`src/rtl/psec6_readout_pkg.sv`:
```
// ============================================================================
// Module  : psec6_readout_pkg
// Brief   : Shared types and constants for the PSEC6 readout serializer.
// Revision: 1.0 - initial release
// ============================================================================
`default_nettype none

package psec6_readout_pkg;

    localparam logic [6:0] CH_BASE = 7'd16;

    typedef enum logic {
        IDLE  = 1'b0,
        SHIFT = 1'b1
    } rd_state_t;

    typedef enum logic {
        SRC_REG = 1'b0,
        SRC_CH  = 1'b1
    } src_sel_t;

endpackage

`default_nettype wire

```
`src/rtl/psec6_piso_shift.sv`:
```
// ============================================================================
// Module  : psec6_piso_shift
// Brief   : Parallel-load, MSB-first shift register with down-counter and
//           last-bit flag. PSEC6_READOUT_PARITY_EN appends an even-parity bit.
// Revision: 1.0 - initial release
// ============================================================================
`default_nettype none

module psec6_piso_shift #(
    parameter int WIDTH = 8
) (
    input  logic             clk_i,
    input  logic             rst_i,
    input  logic             clr_i,
    input  logic             load_i,
    input  logic             shift_i,
    input  logic [WIDTH-1:0] data_i,
    output logic             msb_o,
    output logic             last_o
);

    localparam int CNT_W = $clog2(WIDTH + 1);

`ifdef PSEC6_READOUT_PARITY_EN
    localparam int SR_W     = WIDTH + 1;
    localparam int CNT_INIT = WIDTH;
    logic [SR_W-1:0] w_load_word;
    assign w_load_word = {data_i, ^data_i};
`else
    localparam int SR_W     = WIDTH;
    localparam int CNT_INIT = WIDTH - 1;
    logic [SR_W-1:0] w_load_word;
    assign w_load_word = data_i;
`endif

    logic [SR_W-1:0]  shift_q;
    logic [CNT_W-1:0] cnt_q;

    always_ff @(posedge clk_i or posedge rst_i) begin
        if (rst_i) begin
            shift_q <= '0;
            cnt_q   <= '0;
        end else if (clr_i) begin
            // Abort keeps the shifter contents; only the position is dropped.
            cnt_q   <= '0;
        end else if (load_i) begin
            shift_q <= w_load_word;
            cnt_q   <= CNT_W'(CNT_INIT);
        end else if (shift_i) begin
            shift_q <= {shift_q[SR_W-2:0], 1'b0};
            cnt_q   <= cnt_q - 1'b1;
        end
    end

    assign msb_o  = shift_q[SR_W-1];
    assign last_o = (cnt_q == '0);

endmodule

`default_nettype wire

```
`src/rtl/psec6_readout_serializer.sv`:
```
// ============================================================================
// Module  : psec6_readout_serializer
// Brief   : Channel-word / register readout onto poci with auto-advancing
//           burst reads. Option macro: PSEC6_READOUT_PARITY_EN.
// Revision: 1.0 - initial release
// ============================================================================
`default_nettype none

module psec6_readout_serializer
    import psec6_readout_pkg::*;
#(
    parameter int NUM_CH = 8,
    parameter int WORD_W = 8
) (
    input  logic                     spi_clk_i,
    input  logic                     rst_i,
    input  logic                     cs_i,
    input  logic [6:0]               addr_i,
    input  logic                     addr_valid_i,
    input  logic                     poci_spi_i,
    input  logic [NUM_CH*WORD_W-1:0] ch_data_i,
    output logic                     poci_o,
    output logic [NUM_CH-1:0]        rd_ack_o,
    output logic                     busy_o
);

    localparam int CH_W = (NUM_CH > 1) ? $clog2(NUM_CH) : 1;

    rd_state_t       state_q, state_d;
    src_sel_t        src_q, src_d;
    logic [CH_W-1:0] ch_ptr_q, ch_ptr_d;

    logic              w_is_ch;
    logic [CH_W-1:0]   w_addr_ch;
    logic [CH_W-1:0]   w_ch_next;
    logic [CH_W-1:0]   w_load_idx;
    logic [WORD_W-1:0] w_load_data;
    logic              w_last;
    logic              w_msb;
    logic              w_load;
    logic              w_shift;

    assign w_is_ch   = ({1'b0, addr_i} >= {1'b0, CH_BASE}) &&
                       ({1'b0, addr_i} <  ({1'b0, CH_BASE} + 8'(NUM_CH)));
    assign w_addr_ch = CH_W'(addr_i - CH_BASE);
    assign w_ch_next = (ch_ptr_q == CH_W'(NUM_CH - 1)) ? '0 : ch_ptr_q + 1'b1;

    // One mux serves both the initial load and the burst reload.
    assign w_load_idx  = (state_q == IDLE) ? w_addr_ch : w_ch_next;
    assign w_load_data = ch_data_i[w_load_idx*WORD_W +: WORD_W];

    assign w_load  = !cs_i && (((state_q == IDLE) && addr_valid_i && w_is_ch) ||
                               ((state_q == SHIFT) && w_last));
    assign w_shift = !cs_i && (state_q == SHIFT) && !w_last;

    psec6_piso_shift #(
        .WIDTH (WORD_W)
    ) u_piso (
        .clk_i   (spi_clk_i),
        .rst_i   (rst_i),
        .clr_i   (cs_i),
        .load_i  (w_load),
        .shift_i (w_shift),
        .data_i  (w_load_data),
        .msb_o   (w_msb),
        .last_o  (w_last)
    );

    always_comb begin
        state_d  = state_q;
        src_d    = src_q;
        ch_ptr_d = ch_ptr_q;
        if (cs_i) begin
            state_d = IDLE;
            src_d   = SRC_REG;
        end else begin
            case (state_q)
                IDLE: begin
                    if (addr_valid_i) begin
                        if (w_is_ch) begin
                            state_d  = SHIFT;
                            src_d    = SRC_CH;
                            ch_ptr_d = w_addr_ch;
                        end else begin
                            src_d    = SRC_REG;
                        end
                    end
                end
                SHIFT: begin
                    if (w_last) begin
                        ch_ptr_d = w_ch_next;
                    end
                end
                default: state_d = IDLE;
            endcase
        end
    end

    always_ff @(posedge spi_clk_i or posedge rst_i) begin
        if (rst_i) begin
            state_q  <= IDLE;
            src_q    <= SRC_REG;
            ch_ptr_q <= '0;
        end else begin
            state_q  <= state_d;
            src_q    <= src_d;
            ch_ptr_q <= ch_ptr_d;
        end
    end

    always_comb begin
        rd_ack_o = '0;
        if ((state_q == SHIFT) && w_last && !cs_i) begin
            rd_ack_o[ch_ptr_q] = 1'b1;
        end
    end

    assign busy_o = (state_q == SHIFT);
    assign poci_o = (src_q == SRC_CH) ? w_msb : poci_spi_i;

endmodule

`default_nettype wire

```
`config.mk`:
```
export PLATFORM = sky130hd
export DESIGN_NAME = psec6_readout_serializer
export DESIGN_NICKNAME = d
export VERILOG_FILES = /design/src/rtl/psec6_readout_pkg.sv /design/src/rtl/psec6_piso_shift.sv /design/src/rtl/psec6_readout_serializer.sv
export SDC_FILE = /design/constraint.sdc
export NUM_CORES = 1
export LEC_CHECK = 0
export ABC_AREA = 1
export BUFFER_PORTS_ARGS = -buffer_cell sky130_fd_sc_hd__buf_2
export CORE_MARGIN = 2
export CORE_UTILIZATION = 48
export DETAILED_ROUTE_END_ITERATION = 10
export PLACE_DENSITY_LB_ADDON = 0.08
export RECOVER_POWER = 50
export SLEW_MARGIN = 15
export SYNTH_ARGS = -nofsm -noshare
export SYNTH_HDL_FRONTEND = slang
export SYNTH_SLANG_ARGS = --single-unit
```
`constraint.sdc`:
```
create_clock -name spi_clk_i -period 2.3 [get_ports spi_clk_i]
set_input_delay 0.575 -clock spi_clk_i [delete_from_list [all_inputs] [get_ports spi_clk_i]]
set_output_delay 0.575 -clock spi_clk_i [all_outputs]
set_load 0.005 [all_outputs]
```
# [Word level (Yosys, flattened, before mapping)]
# Cells that the tools add are included.
[word_totals] latchBits=0 ramBits=0 word_cells=61 input_bits=76 n_memories=0 romBits=0 ff_bits=17 out_inout_bits=10
[op_classes] div=0 multipliers=0 n_bitwise=2 mux=22 n_lt_le_gt_ge=4 n_reduce_logical=19 shift=1 addsub=3 eq_ne=5
[op_table] op="$shiftx 64x7->8" n=1
[op_table] op="$mux 8" n=3
[op_table] op="$mux 3" n=5
[op_table] op="$mux 4" n=3
[op_table] op="$logic_and 1x1->1" n=9
[op_table] op="$mux 1" n=9
[op_table] op="$ge 7x5->1 const B" n=1
[op_table] op="$lt 7x5->1 const B" n=1
[op_table] op="$ne 2x2->1 const B" n=3
[op_table] op="$pmux 3 s2" n=1
[op_table] op="$logic_not 4->1" n=1
[op_table] op="$lt 3x4->1 const B" n=1
[op_table] op="$reduce_and 2->1" n=2
[op_table] op="$reduce_and 4->1" n=1
[op_table] op="$reduce_bool 2->1" n=2
[op_table] op="$sub 4x1->4 const B" n=1
[op_table] op="$add 3x1->3 const B" n=1
[op_table] op="$demux 1 s3" n=1
[op_table] op="$eq 3x3->1 const B" n=1
[op_table] op="$ge 3x1->1 const B" n=1
[op_table] op="$reduce_bool 3->1" n=1
[op_table] op="$sub 3x1->3 const B" n=1
[op_table] op="$logic_not 1->1" n=2
[op_table] op="$ne 2x1->1 const B" n=1
[op_table] op="other kinds (2)" n=3

# [Logic depth before layout (Yosys ltp)]
# Gate-level depths: netlist of the first run.
[depth] ltp_word=7 mapped_depth=13 ltp_nobuf=12

# [Cells and area by module]
# From an unflattened synthesis of the first run, not the netlist that was laid out.
[hier_totals] cells_unflattened=360 area_unflattened_um2=2059.5
[modules_own_cells] module="psec6_readout_serializer" n_inst=1 seq_area_each_um2=125.1 area_per_inst_um2=1343.8 cells_each=276
[modules_own_cells] module="psec6_piso_shift" n_inst=1 seq_area_each_um2=300.3 area_per_inst_um2=715.7 cells_each=84

# [Worst setup path after synthesis of the first run]
# Ideal clock, no wire load.
[synth_timing] path_kind="reg-to-reg" startpoint="register ch_ptr_q[0]" endpoint="register u_piso.shift_q[1]" path_buffers=2 setup_time_ns=0.062 required_ns=2.238 setup_slack_ns=0.576 stages_incl_launch_ff=14 period_less_slack_ns=1.724 arrival_ns=1.661 cell_sequence="dfrtp_1 ha_1 ha_1 nor2_1 nand2_1 buf_2 buf_4 nand3b_1 nand3_1 nand2_1 nand2_1 nand3_1 nand2_1 inv_1"
[synth_between] elab_chain_len=5 word_cells_on_any_way=6 cone_classes="add/sub: 1; eq/ne: 1; shift: 1; mux: 3"
[synth_lines] element="start, declared" line="psec6_readout_serializer.sv:31" rtl="logic [CH_W-1:0] ch_ptr_q, ch_ptr_d;"
[synth_lines] element="start signal, assigned" line="psec6_readout_serializer.sv:107" rtl="ch_ptr_q <= ch_ptr_d;"
[synth_lines] element="$add 3x1->3 / $eq 3x3->1 (equally long branches)" line="psec6_readout_serializer.sv:46" rtl="assign w_ch_next = (ch_ptr_q == CH_W'(NUM_CH - 1)) ? '0 : ch_ptr_q + 1'b1;"
[synth_lines] element="$mux 3 *" line="psec6_readout_serializer.sv:46"
[synth_lines] element="$mux 3 *" line="psec6_readout_serializer.sv:49" rtl="assign w_load_idx = (state_q == IDLE) ? w_addr_ch : w_ch_next;"
[synth_lines] element="$shiftx 64x7->8 *" line="psec6_readout_serializer.sv:50" rtl="assign w_load_data = ch_data_i[w_load_idx*WORD_W +: WORD_W];"
[synth_lines] element="$mux 8 *" line="psec6_piso_shift.sv:46" rtl="end else if (load_i) begin"
[synth_lines] element="end signal, assigned" line="psec6_piso_shift.sv:47" rtl="shift_q <= w_load_word;"
[synth_lines] element="end signal, assigned" line="psec6_piso_shift.sv:50" rtl="shift_q <= {shift_q[SR_W-2:0], 1'b0};"
[synth_lines] element="end, declared" line="psec6_piso_shift.sv:36" rtl="logic [SR_W-1:0] shift_q;"
# Mark *: on every way between the ends. The rest lies on a longest branch, timed or not.
# A chain may end at the register's enable or synchronous reset.

# [Worst setup path after layout of the first run]
[layout_timing] startpoint="register u_piso.cnt_q[1]" endpoint="output port rd_ack_o[7]"
[layout_between] elab_chain_len=4
[layout_lines] element="start, declared" line="psec6_piso_shift.sv:37" rtl="logic [CNT_W-1:0] cnt_q;"
[layout_lines] element="start signal, assigned" line="psec6_piso_shift.sv:48" rtl="cnt_q <= CNT_W'(CNT_INIT);"
[layout_lines] element="start signal, assigned" line="psec6_piso_shift.sv:51" rtl="cnt_q <= cnt_q - 1'b1;"
[layout_lines] element="$logic_not 4->1" line="psec6_piso_shift.sv:56" rtl="assign last_o = (cnt_q == '0);"
[layout_lines] element="$logic_and 1x1->1 (2 in a row)" line="psec6_readout_serializer.sv:113" rtl="if ((state_q == SHIFT) && w_last && !cs_i) begin"
[layout_lines] element="$mux 8" line="psec6_readout_serializer.sv:113"
[layout_lines] element="end, declared" line="psec6_readout_serializer.sv:23" rtl="output logic [NUM_CH-1:0] rd_ack_o,"
# Every way passes these cells.

==> results by group, run 1 <==
Worst setup path
  – WS Path Type: flip-flop to output pin
  – Crit-path cells: inv_1, ha_1, nand3_1, nor2_2, nand2_1, nor3_1, buf_2
  – Crit path capture type: output pin
  – Cell family with most CP delay: simple AND/OR/NAND/NOR gates
  – Largest fanout on the critical path: 4
  – Worst path slowest cell: dfrtp_1
  – Reg2reg start: ch_ptr_q[0]$_DFFE_PP0P_
  – Required @ worst endpoint: 1730 ps
  – Reg2reg path depth: 12
  – Crit-path max cell delay: approximately 370 ps
  – WP buf/inv: 2
  – WP data arrival: approximately 1600 ps
  – Worst R2R Setup Slack: 290 ps
  – RR Endpoint: u_piso.shift_q[5]$_DFFE_PP0P_
  – Worst setup SP type: flip-flop

Routing
  – ANT nets after route: 0
  – Vias per cell: 4.80
  – Drt pass-1 iters: 4
  – DR WL/cell: 10.4 um
  – Total routed wirelength: 4.85 mm
  – Post-route DRC: 0
  – Vias: 2240
  – 1st-iter DRT viols: roughly 140

Clock tree
  – CTS Sinks: 17
  – CTS tree: yes
  – Clock transition at path regs: about 70 ps
  – Root Driver: clkbuf_8
  – Clk_lat worst skew: around 260 ps
  – CTS Hold Bufs: 0
  – Post-CTS setup buffers: 0
  – CTS resizes: 0
  – Clock buffer count from CTS: 3
  – Clock H-tree levels: 1
  – Clock Path Buffers: 2

Floorplanning
  – # rows: 23
  – Die span in y: just under 70 um
  – Top Ports: 86
  – Core Area: around 4000 um^2
  – Die ar.: ~4600 um^2
  – Die W: roughly 68 um
  – Initial core utilization: 49.2%

Logic synthesis
  – Netlist cell types: 30
  – Mapped Area: about 2000 um^2
  – Gate count after technology mapping: about 340
  – Sequential fraction of the synthesis area: 21.8%
  – Yosys reg bits: 17
  – Synthesized Nets: between 400 and 500
  – Mean Syn Cell Area: roughly 5.8 um^2
  – Ys Warns: 0

STA
  – Fmax achieved: 0.457 GHz
  – Setup Skew: around 3.3 ps
  – Tmin final: around 2200 ps
  – RSZ-0062 raised after global routing: true
  – Final worst path period share: between 90% and 100%
  – Final Max Slew Viols: 0
  – Setup violations, final: 0
  – Setup TNS: 0 ps
  – Worst setup margin: 111 ps
  – Fin. Hold Viols: 0
  – Slew HR: a little under three fifths
  – Slew @ Worst Pin: 642 ps

Global route
  – GR peak layer: met2
  – M2 GR Usage: around two fifths
  – Met3 Resource Use GR: under 10%
  – Grt ovf: 0
  – Total track usage: between 20 and 25%
  – Largest net degree at the start of global routing: 29
  – Vias in the first global route: 1961
  – Initial antenna violation count: 0
  – First-pass GRT wire length: between 8 and 9 mm
  – Met1 Usage GRT: between 20% and 30%

Cells and area
  – Commonest non-fill, non-tap cell in the layout: nand2_1
  – Diode count: 0
  – Fillers: 430
  – Area grow syn2layout: 24.8%
  – Nets: roughly 500
  – Most frequent cells in the layout: nand2_1, buf_2, inv_1, nand3_1, dfrtp_1
  – Ratio of cells with drive above 1 in the final layout: between 20% and 30%

Power and ir drop
  – Sw Pwr: about 0.00037 W
  – P_int: around 0.00064 W
  – Clk network pwr share: around a quarter
  – Lkg Pwr: between 1.5 and 2 nW
  – Logic pwr share: between 30% and 40%
  – Part of the power in registers: between 30% and 40%
  – Sw Share: between 30% and 40%
  – Pwr Density: 414 nW/um^2
  – Worst VDD drop: between 0.0003 and 0.0004 V

Worst hold path
  – Worst hold-check path type: input pin to async pin

Flow run
  – MaxCap Viol Count: 0

Placement
  – GPL Wtd Cong: around 0.85
  – Post-Place Worst Slack: 245 ps
  – DP Wirelength: approximately 3.9 mm
  – Port Buffers: 85

Outcome
  – Status: complete, no violations
==> stage by stage <==
| step | cells | hold WS, ps | util, % | area [um^2] | power (W) |
|---|---|---|---|---|---|
| after floorplan | 338 | 449 | - | 1950 | 0.000664 |
| after global placement | 463 | 465 | 60.0 | 2380 | 0.000773 |
| after detailed placement | 463 | 476 | 60.0 | 2380 | 0.000779 |
| after CTS | 467 | 413 | 61.2 | 2430 | 0.00102 |
| after global routing | 467 | 446 | 61.4 | 2440 | 0.00110 |
| final | 467 | 387 | 61.4 | 2440 | 0.00101 |
==> cell type report <==
class | count | area (um^2) | area share, %
clock buffers | 3 | 41.3 | 1.69
repair buffers | 88 | 448 | 18.4
clock inverters | 1 | 7.51 | 0.308
flip-flops and latches | 17 | 425 | 17.4
inverters | 87 | 329 | 13.5
multi-input cells | 221 | 1120 | 46.1
well taps | 50 | 62.6 | 2.57
==> flip-flops by register name (all words and copies together) (netlist names) <==
| signal | count |
|---|---|
| busy_o | 1 |
| ch_ptr_q | 3 |
| src_q | 1 |
| u_piso.cnt_q | 4 |
| u_piso.shift_q | 8 |
==> power by group through the flow <==
stage	Clock (W)	Combinational (W)	Sequential (W)
after detailed placement	0	0.000376	0.000403
after global routing	0.000250	0.000444	0.000408
final	0.000235	0.000376	0.000398
after global placement	0	0.000371	0.000402
after CTS	0.000243	0.000377	0.000398
after floorplan	0	0.000270	0.000394
==> kinds of logic (layout without fill, tap and decap cells) <==
logic type	Yosys count	count (layout)	synth area share (%)
compound gates	22	22	7.36
xor+xnor	1	1	0.448
fa+ha+maj	4	4	2.56
buf+inv	100	179	21.1
flops	17	17	21.8
mux	1	1	0.576
simple gates	193	193	46.2
==> synthesized netlist by cell type, drive strengths merged <==
cell | instances | area share (%)
nor3 | 6 | 1.5
buf | 12 | 4.0
nand2 | 94 | 18
nand3b | 8 | 3.1
nor2 | 9 | 2.7
ha | 4 | 2.6
o31ai | 1 | 0.38
xor2 | 1 | 0.45
clkbuf | 1 | 0.19
o21ai | 18 | 5.6
or2 | 3 | 0.96
dfrtp | 17 | 22
nand3 | 70 | 19
inv | 87 | 17
nand4 | 3 | 0.96
a21oi | 2 | 1.1
mux2 | 1 | 0.58
o22ai | 1 | 0.32
==> worst max-delay path by stage <==
stage                     cells after the start                   startpoint  slack [ps]                       endpoint
after floorplan                              13      ch_ptr_q[0]$_DFFE_PP0P_         580  u_piso.shift_q[1]$_DFFE_PP0P_
after global placement                        7                         cs_i         280                    rd_ack_o[0]
after detailed placement                      7                         cs_i         240                    rd_ack_o[3]
after CTS                                     7  u_piso.cnt_q[0]$_DFFE_PP0P_          80                    rd_ack_o[3]
after global routing                          7  u_piso.cnt_q[1]$_DFFE_PP0P_         -20                    rd_ack_o[1]
final                                         7  u_piso.cnt_q[1]$_DFFE_PP0P_         110                    rd_ack_o[7]
==> layer usage <==
layer / routed length (um) / vias up / part of all wire, %
li1: - / 1196 / -
met1: 2240 / 988 / 46
met2: 2300 / 52 / 47
met3: 283 / 4 / 5.8
met4: 27 / 0 / 0.56
met5: 0 / - / 0
(Power assumes the default switching activity.)
==> run 2, diff against run 1 <==
Settings changed: CORE_ASPECT_RATIO set to 1.25.
==> run 2 against run 1 <==
Sequential cell count is the same. Die area about the same. Utilization increased by 2.4 points. Global-route usage is 0.39 points higher. Critical path type unchanged. Critical endpoint is now rd_ack_o[0]. Highest routed layer unchanged.
==> results by group, run 2 (synthesis results as in run 1) <==
Outcome
  – Status: complete, no violations

Power and ir drop
  – Pwr Total: 0.00101 W (+0.29%)
  – Sw Pwr: 0.000367 W (+0.44%)
  – Worst VDD drop: 0.000307 V (-23%)
  – Lkg Pwr: 1.57 nW (+0.23%)
  – Part of the power in registers: 39.6% (+0.2 points)
  – Logic pwr share: 37.7% (+0.5 points)
  – Pwr Density: 412 nW/um^2 (-0.42%)
  – P_int: 0.000645 W (+0.21%)
  – Sw Share: 36.3% (+0.051 points)
  – Clk network pwr share: 22.7% (-0.6 points)

Worst setup path
  – First element of the critical path: u_piso.cnt_q[0]$_DFFE_PP0P_
  – WS Path Type: flip-flop to output pin
  – WP data arrival: 1550 ps (-60 ps)
  – Worst setup SP type: flip-flop
  – Required @ worst endpoint: 1730 ps (about the same)
  – Reg2reg start: ch_ptr_q[0]$_DFFE_PP0P_
  – Largest fanout on the critical path: 5 (+1)
  – Crit path capture type: output pin

Cells and area
  – Most frequent cells in the layout: nand2_1, buf_2, inv_1, nand3_1, dfrtp_1
  – Ratio of cells with drive above 1 in the final layout: 27.0% (+0.41 points)
  – Fillers: 409 (-4.9%)
  – Commonest non-fill, non-tap cell in the layout: nand2_1
  – Area grow syn2layout: 25.7%
  – Top flop regs: u_piso.shift_q: 8 flops, u_piso.cnt_q: 4 flops, ch_ptr_q: 3 flops
  – Max reg flops: 8 (unchanged)
  – Diode count: 0 (unchanged)
  – Non-Filler Instances: 472 (+1.1%)
  – Nets: 499 (+0.20%)
  – Largest register by flop count: u_piso.shift_q

STA
  – Setup violations, final: 0 (unchanged)
  – Fmax achieved: 0.471 GHz (+3.1%)
  – Setup TNS: 0 ps (unchanged)
  – Final worst path period share: 92.3% (-2.8 points)
  – Setup Skew: 7.56 ps (+4.25 ps)
  – Slew HR: 56.2% (-0.98 points)
  – Fin. Hold Viols: 0 (unchanged)
  – Slew @ Worst Pin: 657 ps (+14.7 ps)
  – Hold WS: 396 ps (+9.00 ps)
  – Tmin final: 2120 ps (-65.0 ps)
  – Final Max Slew Viols: 0 (unchanged)
  – RSZ-0062 raised after global routing: false

Floorplanning
  – # rows: 25 (+8.7%)
  – Die span in y: 75.3 um (+11%)
  – Initial core utilization: 50.8% (+1.6 points)
  – Top Ports: 86 (unchanged)
  – Core Area: 3850 um^2 (-3.1%)
  – Die W: 61.1 um (-9.9%)
  – Die ar.: 4600 um^2 (about the same)

Placement
  – DP Wirelength: 4.04 mm (+4.2%)
  – Port Buffers: 85 (unchanged)
  – Post-Place Cells: 468 (+1.1%)
  – GPL Wtd Cong: 0.814 (-4.2%)

Routing
  – Vias: 2240 (unchanged)
  – 1st-iter DRT viols: 129 (-6.5%)
  – ANT nets after route: 0 (unchanged)
  – Drt pass-1 iters: 4 (unchanged)
  – DR WL/cell: 10.9 um (+4.5%)
  – Total routed wirelength: 5.12 mm (+5.7%)
  – Vias per cell: 4.75 (-1.1%)
  – Post-route DRC: 0 (unchanged)

Flow run
  – MaxCap Viol Count: 0 (unchanged)

Clock tree
  – Root Driver: clkbuf_8
  – Post-CTS setup buffers: 0 (unchanged)
  – CTS tree: yes
  – CTS Sinks: 17 (unchanged)
  – Clk_lat worst skew: 260 ps (about the same)
  – Clock H-tree levels: 1 (unchanged)
  – Clock Path Buffers: 2 (unchanged)
  – Clock transition at path regs: 70 ps (about the same)
  – Clock buffer count from CTS: 3 (unchanged)

Global route
  – Largest net degree at the start of global routing: 29 (unchanged)
  – Initial antenna violation count: 0 (unchanged)
  – First-pass GRT wire length: 8.08 mm (+0.51%)
  – Grt ovf: 0 (unchanged)
  – Vias in the first global route: 1917 (-2.2%)
  – Total track usage: 22.7% (+0.39 points)

Worst hold path
  – Worst hold-check path type: input pin to async pin
-- run 2: cell types whose count changed in the layout (fill, tap and decap cells not counted), sizes merged --
cell    previous run  this run
clkbuf             3         5
buf               88        87
-- run 2: what timing repair did --
action / 4_1_cts / 5_1_grt
setup endpoints to repair: 0 / 8
gates resized for setup: 0 / 7
hold buffers: 0 / 0
hold endpoints to repair: 0 / 0
-- run 2: worst max-delay path, stage by stage, from the launching register on --
cell and delay, ps:
dfrtp_1 400, inv_2 90, ha_1 160, nand3_2 130
nor2_4 160, nand2_2 80, nor3_1 130, buf_2 140
-- run 2: power groups by stage --
| stage | sequential [W] | combinational (W) | clock (W) |
|---|---|---|---|
| global placement | 0.000403 | 0.000374 | 0 |
| global route | 0.000409 | 0.000446 | 0.000245 |
| finish | 0.000401 | 0.000381 | 0.000230 |
| CTS | 0.000400 | 0.000381 | 0.000233 |
| floorplan | 0.000394 | 0.000270 | 0 |
| detailed placement | 0.000405 | 0.000378 | 0 |
-- run 2: final timing paths --
check | endpoint | slack (ps) | depth (start not counted)
setup / recovery | rd_ack_o[0] | 180 | 7
hold / removal | u_piso.cnt_q[2]$_DFFE_PP0P_ | 400 | 2
hold reg to reg | u_piso.shift_q[0]$_DFFE_PP0P_ | 500 | 2
max in group asynchronous | u_piso.shift_q[5]$_DFFE_PP0P_ | 1470 | 2
setup reg to reg | u_piso.shift_q[7]$_DFFE_PP0P_ | 290 | 12
min in group spi_clk_i | u_piso.shift_q[0]$_DFFE_PP0P_ | 500 | 2
-- run 2: cell type report --
| type | instances | area [um^2] | area share, % |
|---|---|---|---|
| Clock inverter | 1 | 7.51 | 0.306 |
| Tap cell | 54 | 67.6 | 2.75 |
| Inverter | 87 | 329 | 13.4 |
| Clock buffer | 3 | 41.3 | 1.68 |
| Multi-Input combinational cell | 221 | 1130 | 46.2 |
| Timing Repair Buffer | 89 | 450 | 18.3 |
| Sequential cell | 17 | 425 | 17.3 |
-- run 2: routing by layer --
layer	routed length (um)	GRT usage [%]
met1	2200	28.2
met2	2510	40.9
met3	322	1.70
met4	87	7.49
met5	0	0
-- run 2: stage by stage --
stage	util, %	instance area, um^2	worst slack, ps
floorplan	-	1950	576
global placement	62.2	2390	291
detailed placement	62.2	2390	266
CTS	63.5	2440	66.7
global route	63.8	2460	10.4
finish	63.8	2460	176
